<file path="src/rtl/fetch_prefetch_queue.sv">
// Instruction fetch stage with a credit-limited prefetch queue.
// Requests go to a handshaked, variable-latency instruction memory. Responses
// come back in order and are buffered for decode. The total of in-flight,
// to-be-discarded and buffered entries never exceeds FIFO_DEPTH, so the buffer
// cannot overflow. A redirect flushes everything and restarts fetch; responses
// that belong to requests issued before the redirect are counted and dropped.
module fetch_prefetch_queue #(
    parameter int ADDRESS_WIDTH = 32,
    parameter int INSTR_WIDTH   = 32,
    parameter int FIFO_DEPTH    = 4,
    parameter logic [ADDRESS_WIDTH-1:0] RESET_PC = {ADDRESS_WIDTH{1'b0}},
    parameter int PC_STEP       = 4
) (
    input  logic                     clk,
    input  logic                     reset,
    input  logic                     redirect,
    input  logic [ADDRESS_WIDTH-1:0] redirect_pc,
    output logic                     imem_req_valid,
    input  logic                     imem_req_ready,
    output logic [ADDRESS_WIDTH-1:0] imem_req_addr,
    input  logic                     imem_rsp_valid,
    input  logic [INSTR_WIDTH-1:0]   imem_rsp_data,
    output logic                     instr_valid,
    input  logic                     instr_ready,
    output logic [INSTR_WIDTH-1:0]   instr,
    output logic [ADDRESS_WIDTH-1:0] instr_pc
);

    localparam int CW = $clog2(FIFO_DEPTH) + 1;  // counter width
    localparam int PW = $clog2(FIFO_DEPTH);      // pointer width
    localparam int SW = CW + 2;                  // headroom for summed counters

    logic [ADDRESS_WIDTH-1:0] fetch_pc_r;
    logic [ADDRESS_WIDTH-1:0] rsp_pc_r;
    logic [CW-1:0]            outstanding_r;
    logic [CW-1:0]            discard_r;
    logic [CW-1:0]            count_r;
    logic [PW-1:0]            wr_ptr_r;
    logic [PW-1:0]            rd_ptr_r;
    logic [INSTR_WIDTH-1:0]   fifo_instr_r [FIFO_DEPTH];
    logic [ADDRESS_WIDTH-1:0] fifo_pc_r    [FIFO_DEPTH];

    logic [SW-1:0]            credit_used_s;
    logic [SW-1:0]            redirect_discard_s;
    logic [ADDRESS_WIDTH-1:0] redirect_base_s;
    logic [ADDRESS_WIDTH-1:0] step_s;
    logic                     req_fire_s;
    logic                     rsp_keep_s;
    logic                     rsp_drop_s;
    logic                     pop_s;

    // Request credit, handshake decode and redirect bookkeeping values.
    always_comb begin
        step_s          = ADDRESS_WIDTH'(PC_STEP);
        redirect_base_s = redirect_pc & {{(ADDRESS_WIDTH-2){1'b1}}, 2'b00};
        credit_used_s   = SW'(outstanding_r) + SW'(discard_r) + SW'(count_r);
        if (reset || redirect) begin
            imem_req_valid = 1'b0;
        end else begin
            imem_req_valid = (credit_used_s < SW'(FIFO_DEPTH));
        end
        imem_req_addr = fetch_pc_r;
        req_fire_s    = imem_req_valid && imem_req_ready;
        rsp_keep_s    = imem_rsp_valid && (discard_r == CW'(0));
        rsp_drop_s    = imem_rsp_valid && (discard_r != CW'(0));
        pop_s         = instr_valid && instr_ready;
        // Stale responses still owed by memory after the redirect; a response
        // arriving in the redirect cycle itself is one of them and is dropped.
        redirect_discard_s = SW'(discard_r) + SW'(outstanding_r);
        if (imem_rsp_valid && (redirect_discard_s != SW'(0))) begin
            redirect_discard_s = redirect_discard_s - SW'(1);
        end else begin
            redirect_discard_s = redirect_discard_s;
        end
    end

    // Head of the queue; outputs are zeroed whenever nothing is buffered.
    always_comb begin
        instr_valid = (count_r != CW'(0));
        if (instr_valid) begin
            instr    = fifo_instr_r[rd_ptr_r];
            instr_pc = fifo_pc_r[rd_ptr_r];
        end else begin
            instr    = {INSTR_WIDTH{1'b0}};
            instr_pc = {ADDRESS_WIDTH{1'b0}};
        end
    end

    // Fetch/response PCs, counters and queue pointers; redirect beats everything but reset.
    always_ff @(posedge clk) begin
        if (reset) begin
            fetch_pc_r    <= RESET_PC;
            rsp_pc_r      <= RESET_PC;
            outstanding_r <= CW'(0);
            discard_r     <= CW'(0);
            count_r       <= CW'(0);
            wr_ptr_r      <= PW'(0);
            rd_ptr_r      <= PW'(0);
        end else if (redirect) begin
            fetch_pc_r    <= redirect_base_s;
            rsp_pc_r      <= redirect_base_s;
            outstanding_r <= CW'(0);
            discard_r     <= CW'(redirect_discard_s);
            count_r       <= CW'(0);
            wr_ptr_r      <= PW'(0);
            rd_ptr_r      <= PW'(0);
        end else begin
            if (req_fire_s) begin
                fetch_pc_r <= fetch_pc_r + step_s;
            end
            if (rsp_keep_s) begin
                rsp_pc_r <= rsp_pc_r + step_s;
                wr_ptr_r <= wr_ptr_r + PW'(1);
            end
            if (pop_s) begin
                rd_ptr_r <= rd_ptr_r + PW'(1);
            end
            outstanding_r <= outstanding_r + CW'(req_fire_s) - CW'(rsp_keep_s);
            discard_r     <= discard_r - CW'(rsp_drop_s);
            count_r       <= count_r + CW'(rsp_keep_s) - CW'(pop_s);
        end
    end

    // Queue storage: kept responses are written with the PC they belong to.
    always_ff @(posedge clk) begin
        if (reset) begin
            for (int i = 0; i < FIFO_DEPTH; i++) begin
                fifo_instr_r[i] <= {INSTR_WIDTH{1'b0}};
                fifo_pc_r[i]    <= {ADDRESS_WIDTH{1'b0}};
            end
        end else if (!redirect && rsp_keep_s) begin
            fifo_instr_r[wr_ptr_r] <= imem_rsp_data;
            fifo_pc_r[wr_ptr_r]    <= rsp_pc_r;
        end
    end

endmodule

</file>
<file path="config.mk">
export PLATFORM = sky130hd
export DESIGN_NAME = fetch_prefetch_queue
export DESIGN_NICKNAME = d
export VERILOG_FILES = /design/src/rtl/fetch_prefetch_queue.sv
export SDC_FILE = /design/constraint.sdc
export NUM_CORES = 1
export LEC_CHECK = 0
export BUFFER_PORTS_ARGS = -buffer_cell sky130_fd_sc_hd__buf_2
export CORE_MARGIN = 2
export CORE_UTILIZATION = 42
export DETAILED_ROUTE_END_ITERATION = 7
export HOLD_SLACK_MARGIN = 0.15
export SYNTH_ARGS = -nofsm -noshare
export SYNTH_HDL_FRONTEND = slang
export SYNTH_SLANG_ARGS = --single-unit
</file>
<file path="constraint.sdc">
create_clock -name clk -period 8.01 [get_ports clk]
set_clock_uncertainty 0.2 [all_clocks]
set_input_delay 1.2015 -clock clk [delete_from_list [all_inputs] [get_ports clk]]
set_output_delay 1.2015 -clock clk [all_outputs]
set_load 0.02 [all_outputs]
</file>
### After elaboration in Yosys (flattened, before gate mapping)

Memory sizes are Yosys's and may differ from the RTL's. A register that Yosys moved wholly into a read port is not among the register bits.
Index checks and enable logic that the tools add are counted.

| cells by class | value |
|---|---|
| reductions and logical operators | 17 |
| order comparisons | 1 |
| multiplexer cells | 24 |
| $add $sub $neg | 12 |

Operators with widths:

| kind | count |
|---|---|
| 2-to-1 mux 32 bit | 8 |
| adder 32 x 3 -> 32 bit, second input constant | 2 |
| OR reduction 32 bit | 2 |
| 2-to-1 mux 2 bit | 6 |
| subtractor 3 x 1 -> 3 bit | 3 |
| 2-to-1 mux 1 bit | 8 |
| adder 3 x 1 -> 3 bit | 2 |
| logical AND 1 bit | 6 |
| 2-to-1 mux 3 bit | 2 |
| nonzero test 3 bit | 2 |
| adder 4 x 3 -> 5 bit | 1 |
| < comparator 5 x 3 -> 1 bit, second input constant | 1 |
| nonzero test 5 bit | 1 |
| adder 2 x 1 -> 2 bit, second input constant | 2 |
| adder 3 x 3 -> 4 bit | 1 |
| nonzero test 2 bit | 2 |
| logical NOT 3 bit | 1 |
| subtractor 3 x 1 -> 3 bit, second input constant | 1 |
| OR reduction 2 bit | 1 |
| logical NOT 1 bit | 1 |
| logical OR 1 bit | 1 |

| storage, ports and cells | value |
|---|---|
| output and inout bits | 98 |
| memory bits (writable) | 256 |
| logic and storage cells | 65 |
| memories kept | 2 |
| register bits after elaboration | 77 |

Memory list:

| memory | words | width | read ports | clocked after memory_dff | write ports | line | source |
|---|---|---|---|---|---|---|---|
| fifo_instr_r | 4 | 32 | 1 | 1 | 4 | 40 | `logic [INSTR_WIDTH-1:0] fifo_instr_r [FIFO_DEPTH];` |
| fifo_pc_r | 4 | 32 | 1 | 1 | 4 | 41 | `logic [ADDRESS_WIDTH-1:0] fifo_pc_r [FIFO_DEPTH];` |

### Logic depth before layout (Yosys ltp)

| depth | value |
|---|---|
| depth after elaboration | 8 |
| mapped depth | 17 |
| depth with buffers taken out | 16 |

### Worst setup path before layout

OpenSTA, ideal clock, no wires.

| timing path | value |
|---|---|
| kind | input to register |
| start point | in imem_rsp_valid |
| end point | mem fifo_instr_r[1][0] (enable) |
| library setup time | 574 ps |
| buffers on the path | 1 |
| required time | 7236 ps |
| arrival | 6583 ps |
| stages on the path | 3 |
| setup slack | 652 ps |
| cell sequence | or4b_1 -> buf_1 -> o31ai_1 |

RTL lines:

| item | line | source |
|---|---|---|
| start, declared | 21 | `input logic imem_rsp_valid,` |
| end, declared | 40 |  |

### Final worst setup path

| timing path | value |
|---|---|
| start point | reg discard_r[0] |
| end point | out imem_req_valid |

| between the ends | value |
|---|---|
| cells in the longest elaborated chain, start to end | 4 |

RTL lines:

| item | line | source |
|---|---|---|
| start, declared | 36 | `logic [CW-1:0] discard_r;` |
| start signal, assigned | 103 | `discard_r <= CW'(redirect_discard_s);` |
| start signal, assigned | 119 | `discard_r <= discard_r - CW'(rsp_drop_s);` |
| adder 3 x 3 -> 4 bit | 56 | `credit_used_s = SW'(outstanding_r) + SW'(discard_r) + SW'(count_r);` |
| adder 4 x 3 -> 5 bit | 56 |  |
| < comparator 5 x 3 -> 1 bit | 60 | `imem_req_valid = (credit_used_s < SW'(FIFO_DEPTH));` |
| 2-to-1 mux 1 bit | 57 | `if (reset \|\| redirect) begin` |
| end, declared | 18 | `output logic imem_req_valid,` |

Every way passes these cells.

==> results.tsv <==
stage	metric	value	unit
final_layout	final_cells	1906	
grt	grt_overflow	0	
place	port-buffer-count	161	
worst_setup_path	r2r_end	outstanding_r[2]$_SDFF_PP0_	
timing	rsz0062_at_grt	no	
synthesis	seq_area_frac_synth	59.2	%
worst_setup_path	criticalPathCategory	flop to output pin	
floorplanning	dieArea	37500	um2
clocking	cts_root_buf	clkbuf_16	
synthesis	synth-main-ff-cell	edfxtp_1	
synthesis	synth-seq-cells	323	
power_and_ir_drop	ir_worst_vdd	146	uV
min_path	hold_class	flop to flop	
routing	dr_total_vias	10287	
synthesis	synth_edf_count	248	
clocking	numCtsBuffers	37	
synthesis	ys_types	58	
routing	firstDrtPassIters	7	
floorplanning	start_util	42.6	%
final_layout	num_antenna_cells	0	
timing	slew-limit-headroom	30.0	%
status	status	finished clean	
synthesis	yosysMostFrequentCell	edfxtp_1	
worst_setup_path	reg2regPathDepth	17	
final_layout	fin_nets	1505	
synthesis	ys_top_cells_by_count	edfxtp_1, nor2_1, and2_1	
floorplanning	ios	168	
grt	globalRouteTotalUtil	19.5	%
min_path	holdPathEnd	imem_req_addr[31]$_SDFFE_PP0P_	
timing	fin_crit	4.52	ns
grt	grt_max_degree	65	
routing	vias_per_cell	5.40	
synthesis	synth_top_area_share	49.2	%
worst_setup_path	worstPathArrival	3.12	ns
synthesis	ys_warn_count	0	
routing	drt_iter0_drc	728	
timing	slew_viol_final	0	
synthesis	yosysTopAreaCell	edfxtp_1	
place	placed_cell_area	16400	um2
min_path	hold_depth	1	
timing	fmax	221	MHz
timing	finalHoldViolations	0	
place	gp_congestion	0.847	
clocking	htree_num_levels	2	
routing	wirelength	36.7	mm
synthesis	syn_avg_cell_area	11.8	um2
grt	grt_pass1_wl	57.9	mm
worst_setup_path	r2r_setup_slack	3.53	ns
floorplanning	num_rows	69	
final_layout	regArea	8950	um2
final_layout	post-route-cell-area	17600	um2
grt	first_global_vias	10317	
clocking	postCtsSetupBuffers	0	
worst_setup_path	worstReg2RegStart	discard_r[0]$_SDFF_PP0_	
final_layout	drive_gt1_share	21.6	%
worst_setup_path	startpoint_type	flop	
final_layout	fillCellCount	3212	
timing	setup-tns-final	0	ns
timing	fin_crit_sh	56.4	%
worst_setup_path	worstPathMaxFanout	6	
synthesis	synthCells	1278	
min_path	hp-start	imem_req_addr[31]$_SDFFE_PP0P_	
power_and_ir_drop	power_density	252	nW/um2
run	cap_violations	0	
synthesis	synth_area_leaders	edfxtp_1, dfxtp_1, mux4_2, and2_1, nor2_1	
floorplanning	die_w	194	um
routing	antenna_left	0	
place	dp_hpwl	21.5	mm
floorplanning	die_h	194	um
clocking	cts_buffer_depth	3	
clocking	worstSkewPairLatency	0.51	ns
clocking	cts-hold-fix-buffers	0	
grt	antenna_found_initial	0	
power_and_ir_drop	p_leak	6.92	nW
routing	wire_per_inst	19.3	um
floorplanning	core-area	35500	um2
timing	timing.hold.ws	0.329	ns
clocking	cts_tree	done	
clocking	cts.sinks	323	
place	placed_cells	1839	
power_and_ir_drop	p_total	4.44	mW
routing	remaining_drc_errors	0	
worst_setup_path	cp-end-kind	output pin	
synthesis	syn_area	15100	um2
worst_setup_path	cp_data_required_time	6.61	ns
synthesis	async_reset_ff_share	0	%
final_layout	multi_input_area	5570	um2
final_layout	fin_util	49.6	%
clocking	clk_pin_slew	0.06	ns
place	pre_cts_ws	2.96	ns
timing	setup_viol	0	
clocking	ctsResizeCount	0	
timing	worst_pin_slew	1.04	ns
timing	finalWorstSetupSlack	3.49	ns
final_layout	synthToLayoutAreaGrowth	16.3	%
-- layout make-up --
| cell class | count | share of cell area [%] |
|---|---|---|
| flip-flops and latches | 323 | 50.9 |
| clock buffers | 44 | 5.41 |
| multi-input cells | 787 | 31.7 |
| clock inverters | 23 | 1.50 |
| inverters | 89 | 1.90 |
| well taps | 461 | 3.28 |
| repair buffers | 179 | 5.35 |
-- layer usage --
metal  up-vias  GRT usage [%]  wire length [um]
met5         -              0                 0
met4         0           4.18               643
met3        51           2.85              2250
met2       334           31.4             17200
met1      5051           28.1             16600
li1       4851              -                 -
-- report_power, final --
part	switching (mW)	internal, mW
registers	0.0767	1.92
clock network	0.670	1.02
logic	0.482	0.273
-- state kept, by name, summed over array words and instances (netlist names), named ones only --
register       cells
discard_r          3
imem_req_addr     30
outstanding_r      3
fifo_pc_r        120
rd_ptr_r           2
fifo_instr_r     128
rsp_pc_r          30
wr_ptr_r           2
count_r            3
-- critical path: stages, from the launching register on --
cell and delay [ns]:
dfxtp_1 0.36, ha_1 0.18, inv_1 0.06, fa_1 0.37, xor2_1 0.23, inv_1 0.11, ha_1 0.28, nor3_1 0.29
and3_1 0.35, and3_1 0.21, buf_2 0.17
-- cells by family after synthesis --
logic type | synth area share [%]
adders and majority gates | 1.64
AOI/OAI and AO/OA | 5.73
buffers and inverters | 4.40
and+or+nand+nor | 17.4
xor gates and xnor gates | 2.14
other | 0.0248
DFF | 59.2
muxes | 9.50
-- cell usage in the layout, fill, tap and decap left out, types with 20 or more instances in the layout --
cell type and count:
a21oi_1 28, and2_1 124, buf_2 161, clkbuf_16 37, dfxtp_1 73, edfxtp_1 248, inv_1 87, mux4_2 62
nand2_1 122, nand3_1 30, nor2_1 163, xnor2_1 20
-- worst max path at each step --
stage	end	slack (ns)	from	depth (start not counted)
floorplan	fifo_instr_r[1][0]$_SDFFCE_PN0P_	0.65	imem_rsp_valid	3
global placement	fifo_instr_r[0][7]$_SDFFCE_PN0P_	2.97	imem_rsp_valid	9
detailed placement	fifo_instr_r[0][7]$_SDFFCE_PN0P_	2.96	imem_rsp_valid	9
CTS	imem_req_valid	3.50	discard_r[0]$_SDFF_PP0_	10
global route	fifo_pc_r[0][22]$_SDFFCE_PN0P_	3.27	imem_rsp_valid	9
finish	imem_req_valid	3.49	discard_r[0]$_SDFF_PP0_	10
Note: power is estimated with default switching activity, not from simulation.
